==> config.mk <==
export PLATFORM = sky130hd
export DESIGN_NAME = posit_result_align
export DESIGN_NICKNAME = d
export VERILOG_FILES = /design/src/rtl/posit_result_align.sv
export SDC_FILE = /design/constraint.sdc
export NUM_CORES = 1
export LEC_CHECK = 0
export BUFFER_PORTS_ARGS = -buffer_cell sky130_fd_sc_hd__buf_2
export CAP_MARGIN = 20
export CORE_UTILIZATION = 58
export CTS_BUF_LIST = sky130_fd_sc_hd__clkbuf_4 sky130_fd_sc_hd__clkbuf_8
export DETAILED_ROUTE_END_ITERATION = 6
export PLACE_DENSITY_LB_ADDON = 0.05
export SYNTH_ARGS = -nofsm -noshare
export SYNTH_HDL_FRONTEND = slang
export SYNTH_SLANG_ARGS = --single-unit
==> constraint.sdc <==
create_clock -name clk -period 2.55 [get_ports clk]
set_input_delay 0.3825 -clock clk [delete_from_list [all_inputs] [get_ports clk]]
set_output_delay 0.3825 -clock clk [all_outputs]
set_load 0.02 [all_outputs]
==> src/rtl/posit_result_align.sv <==
// Result aligner for the posit product-sum pipeline: valid delay line, credit-based issue control and in-order result FIFO.
// Optional NaR/zero/truncation push counters are enabled by defining POSIT_RESULT_STATS_EN.
module posit_result_align #(
  parameter int unsigned N       = 32,
  parameter int unsigned LATENCY = 12,
  parameter int unsigned DEPTH   = 16
) (
  input  logic                     clk,
  input  logic                     reset,
  input  logic                     issue_valid,
  output logic                     issue_ready,
  input  logic [N-1:0]             pipe_result,
  input  logic                     pipe_truncated,
  output logic                     out_valid,
  input  logic                     out_ready,
  output logic [N-1:0]             out_data,
  output logic                     out_truncated,
  output logic [$clog2(DEPTH):0]   in_flight
`ifdef POSIT_RESULT_STATS_EN
  ,
  output logic [31:0]              stat_nar,
  output logic [31:0]              stat_zero,
  output logic [31:0]              stat_trunc
`endif
);

  localparam int unsigned AW = $clog2(DEPTH);
  localparam int unsigned CW = AW + 1;

  logic [LATENCY-1:0] r_vld;
  logic [CW-1:0]      r_in_flight;
  logic [CW-1:0]      r_count;
  logic [AW-1:0]      r_wptr;
  logic [AW-1:0]      r_rptr;
  logic               r_run;
  logic [N:0]         r_mem [DEPTH];

  logic               w_accept;
  logic               w_push;
  logic               w_pop;
  logic [CW:0]        w_credit;
  logic [N:0]         w_head;

  // Credits cover both buffered and still-travelling results, so a push can never meet a full FIFO.
  assign w_credit    = {1'b0, r_count} + {1'b0, r_in_flight};
  assign issue_ready = r_run && (w_credit < (CW+1)'(DEPTH));
  assign w_accept    = issue_valid && issue_ready;
  assign w_push      = r_vld[LATENCY-1];
  assign out_valid   = (r_count != '0);
  assign w_pop       = out_valid && out_ready;
  assign w_head      = r_mem[r_rptr];
  assign out_data    = w_head[N-1:0];
  assign out_truncated = w_head[N];
  assign in_flight   = r_in_flight;

  always_ff @(posedge clk or posedge reset) begin
    if (reset) begin
      r_vld <= '0;
    end else begin
      r_vld[0] <= w_accept;
      for (int i = 1; i < int'(LATENCY); i++) begin
        r_vld[i] <= r_vld[i-1];
      end
    end
  end

  always_ff @(posedge clk or posedge reset) begin
    if (reset) begin
      r_run       <= 1'b0;
      r_in_flight <= '0;
      r_count     <= '0;
      r_wptr      <= '0;
      r_rptr      <= '0;
    end else begin
      r_run <= 1'b1;
      case ({w_accept, w_push})
        2'b10:   r_in_flight <= r_in_flight + CW'(1);
        2'b01:   r_in_flight <= r_in_flight - CW'(1);
        default: r_in_flight <= r_in_flight;
      endcase
      case ({w_push, w_pop})
        2'b10:   r_count <= r_count + CW'(1);
        2'b01:   r_count <= r_count - CW'(1);
        default: r_count <= r_count;
      endcase
      if (w_push) r_wptr <= r_wptr + AW'(1);
      if (w_pop)  r_rptr <= r_rptr + AW'(1);
    end
  end

  // Storage is deliberately not reset; the count alone decides what is valid.
  always_ff @(posedge clk) begin
    if (w_push) r_mem[r_wptr] <= {pipe_truncated, pipe_result};
  end

`ifdef POSIT_RESULT_STATS_EN
  localparam logic [N-1:0] NAR = {1'b1, {(N-1){1'b0}}};

  always_ff @(posedge clk or posedge reset) begin
    if (reset) begin
      stat_nar   <= '0;
      stat_zero  <= '0;
      stat_trunc <= '0;
    end else if (w_push) begin
      if (pipe_result == NAR && stat_nar != '1)     stat_nar   <= stat_nar + 32'd1;
      if (pipe_result == '0 && stat_zero != '1)     stat_zero  <= stat_zero + 32'd1;
      if (pipe_truncated && stat_trunc != '1)       stat_trunc <= stat_trunc + 32'd1;
    end
  end
`endif

`ifndef SYNTHESIS
  a_no_overflow: assert property (@(posedge clk) disable iff (reset) w_push |-> (r_count < CW'(DEPTH)));
`endif

endmodule

==> out/results.txt <==
Initial antenna violation count - 2
Final setup skew - 18.1 ps
Ranking of synthesized cells by area - edfxtp_1 (74%), mux4_2 (14%), dfrtp_1 (3.6%), a22oi_1 (2.3%), ha_1 (1.0%)
Relative slew slack - 64.9%
Die area - 0.0376 mm²
WHS Path Cells - 1
Finished Cell Area - 0.0256 mm²
Crit start category - flop
Number of H-tree levels - 3
First-pass GRT wire length - 67.3 mm
Synth cell count leaders - edfxtp_1 (528), mux4_2 (132), a22oi_1 (66)
Run status - finished with violations
Max Slew Vio Count - 0
Distinct cells, synth - 41
Starting Density - 59.4%
Critical R2R Launch - r_count[4]$_DFFE_PP0P_
Max Root-Sink Buffers - 3
RSZ-0062 raised after global routing - true
Core area - 0.0359 mm²
Mapped Cells - 957
1st-pass router iterations - 5
Reg2Reg Setup Slack - 30 ps
Synth warn - 0
Clk Latency, worst-skew pair - 640 ps
Hold_sp - pipe_result[21]
CTS root buf - clkbuf_8
Die X - 194 µm
Port Buf Inserts - 76
Post-Syn Area - 0.0213 mm²
CP max FO - 8
Max-Cap Viols - 0
Worst EP arrival - 2470 ps
Die Height - 194 µm
Top Ports - 77
Static leakage - 0.00861 µW
Worst R2R End - in_flight[4]$_DFFE_PP0P_
Multi-input gate area - 0.00481 mm²
N_diodes - 0
RD Place Congestion - 0.730
Clock transition at path regs - 60 ps
Leading area contributor after synthesis - edfxtp_1
Cell Count, Final, Fillers Out - 1686
CP endpoint kind - output port
Top-count cell post-synth - edfxtp_1
Fillers - 2196
DRC viols - 0
Hold path endpoint - r_mem[8][21]$_DFFE_PP_
Post-Place Cells - 1508
DP HPWL - 24.3 mm
FF/Latch Area - 0.0166 mm²
Share of cells above drive strength 1 - 42.9%
Number of DRC violations after detailed-routing iteration 0 - 875
Failing checks - setup timing
Period minus WS final - 2850 ps
Avg Synthesized Cell Area - 22.3 µm²
Final hold vios - 0
Sequential fraction of the synthesis area - 77.9%
Via count - 10300
DP Worst Slack - 35.6 ps
Gr usage total - 24.9%
Flops & latches, synth - 559
Fmax - 0.351 GHz
GRT overflow - 0
Cts bufs inserted - 87
Area growth syn-to-layout - 20.0%
Syn nets - 1013
Post-route ant nets - 0
Worst Reg-to-Reg Cells - 10
Placed Area - 0.0230 mm²
Post-Route WL - 45.4 mm
# rows - 69
Final Cycle Share - 112%
Maximum VDD drop - 0.000803 V
Final WS setup - -301 ps
Clock Sinks - 559
Primary FF master, synth - edfxtp_1
Post-synth top area share - 74.3%
Vias per cell - 6.09
Nets@finish - 1222
CTS tree - built
EDFF count, synth - 528
Crit path required time - 2170 ps
Routed WL per cell - 26.9 µm
Vias in the first global route - 10800
Worst-margin pin slew - 527 ps
Crit path kind - reg -> out
Final setup vio count - 33
Pwr Density - 1120 mW/mm²
Largest net degree at the start of global routing - 29
Min-Delay Path Class - in -> reg
Post-synth ARST share - 5.55%
==> cell usage in the layout, fill, tap and decap left out, types with 3 or more instances in the layout <==
| cell | n |
|---|---|
| mux4_2 | 132 |
| clkinvlp_4 | 3 |
| clkinv_2 | 8 |
| nor2_1 | 5 |
| dfrtp_2 | 3 |
| a22oi_1 | 18 |
| clkbuf_8 | 91 |
| ha_1 | 12 |
| o311ai_1 | 3 |
| xnor2_1 | 8 |
| buf_4 | 48 |
| clkinv_1 | 16 |
| bufinv_16 | 8 |
| xor2_1 | 4 |
| edfxtp_1 | 528 |
| ha_4 | 4 |
| o21ai_0 | 5 |
| nor3_1 | 3 |
| clkbuf_4 | 21 |
| nand2_1 | 33 |
| a22oi_2 | 48 |
| inv_1 | 8 |
| a21o_1 | 3 |
| nand2_2 | 10 |
| buf_2 | 56 |
| and2_2 | 17 |
| buf_6 | 22 |
| dfrtp_1 | 26 |
| buf_12 | 29 |
| buf_16 | 8 |
==> area by class of cell <==
cell class                 count  share of cell area, %
sequential                   559                   65.0
multi-input combinational    341                   18.8
inverter                       9                  0.132
tap                          461                   2.25
clock buffer                 112                   5.50
timing repair buffer         168                   6.92
clock inverter                36                   1.45
==> logic make-up (layout without fill, tap and decap cells) <==
| family | count (synthesis) | in the layout | share of synthesized area, % |
|---|---|---|---|
| AOI/OAI and AO/OA | 90 | 90 | 3.07 |
| xor gates and xnor gates | 12 | 12 | 0.492 |
| adders and majority gates | 19 | 19 | 1.18 |
| buffers and inverters | 57 | 325 | 1.34 |
| muxes | 135 | 135 | 14.1 |
| other | 1 | 1 | 0.0176 |
| and+or+nand+nor | 84 | 84 | 1.90 |
| DFF | 559 | 559 | 77.9 |
==> power breakdown <==
group	leakage, µW	switching, µW	internal [µW]
Sequential	0.00514	252	10500
Clock	0.000925	3310	4400
Combinational	0.00255	5140	5130
Total	0.00861	8700	20100
==> layer usage <==
layer	global-route usage, %	up-vias	share of wire [%]
met2	40.8	319	50
li1	-	4427	-
met4	7.03	4	1.8
met5	0	-	0.064
met1	34.9	5445	42
met3	4.71	67	5.3
==> stage by stage <==
stage | total power, µW | util, % | setup TNS (ps) | hold slack (ps)
3_3_place_gp | 19300 | 63.9 | 0 | 332
2_1_floorplan | 16600 | - | -53.0 | 331
4_1_cts | 28100 | 70.2 | -10140 | 73.6
5_1_grt | 30000 | 71.3 | -11390 | 94.4
3_5_place_dp | 19400 | 63.9 | 0 | 336
6_report | 28800 | 71.3 | -8080 | 111
==> registers in the layout, indices dropped and copies added (netlist names) <==
name       flops
r_count        5
in_flight      5
r_wptr         4
r_run          1
r_vld         12
r_mem        528
r_rptr         4
==> worst max-delay path: stages, from the launching register on <==
cell and delay [ps]:
dfrtp_4 510, buf_6 150, clkbuf_16 160, buf_16 150
mux4_2 440, a22oi_2 190, nand2_2 100, buf_6 140
==> timing repair <==
action	CTS	global route
endpoints found under the hold margin	10	0
buffers inserted	14	8
pin swaps	11	37
setup endpoints to repair	34	36
hold buffers	2	0
resized for setup	42	77
cloned	5	2
==> how the worst max path moves through the flow <==
stage	slack [ps]	end	startpoint	cells after the start
after global placement	50	in_flight[4]$_DFFE_PP0P_	r_count[4]$_DFFE_PP0P_	9
after floorplan	-50	in_flight[4]$_DFFE_PP0P_	in_flight[4]$_DFFE_PP0P_	9
final	-300	out_data[20]	r_rptr[0]$_DFFE_PP0P_	7
after global routing	-390	out_data[20]	r_rptr[0]$_DFFE_PP0P_	7
after CTS	-370	out_data[0]	r_rptr[0]$_DFFE_PP0P_	6
after detailed placement	40	in_flight[4]$_DFFE_PP0P_	r_count[4]$_DFFE_PP0P_	9
No activity file was read; power rests on OpenSTA's default activity.
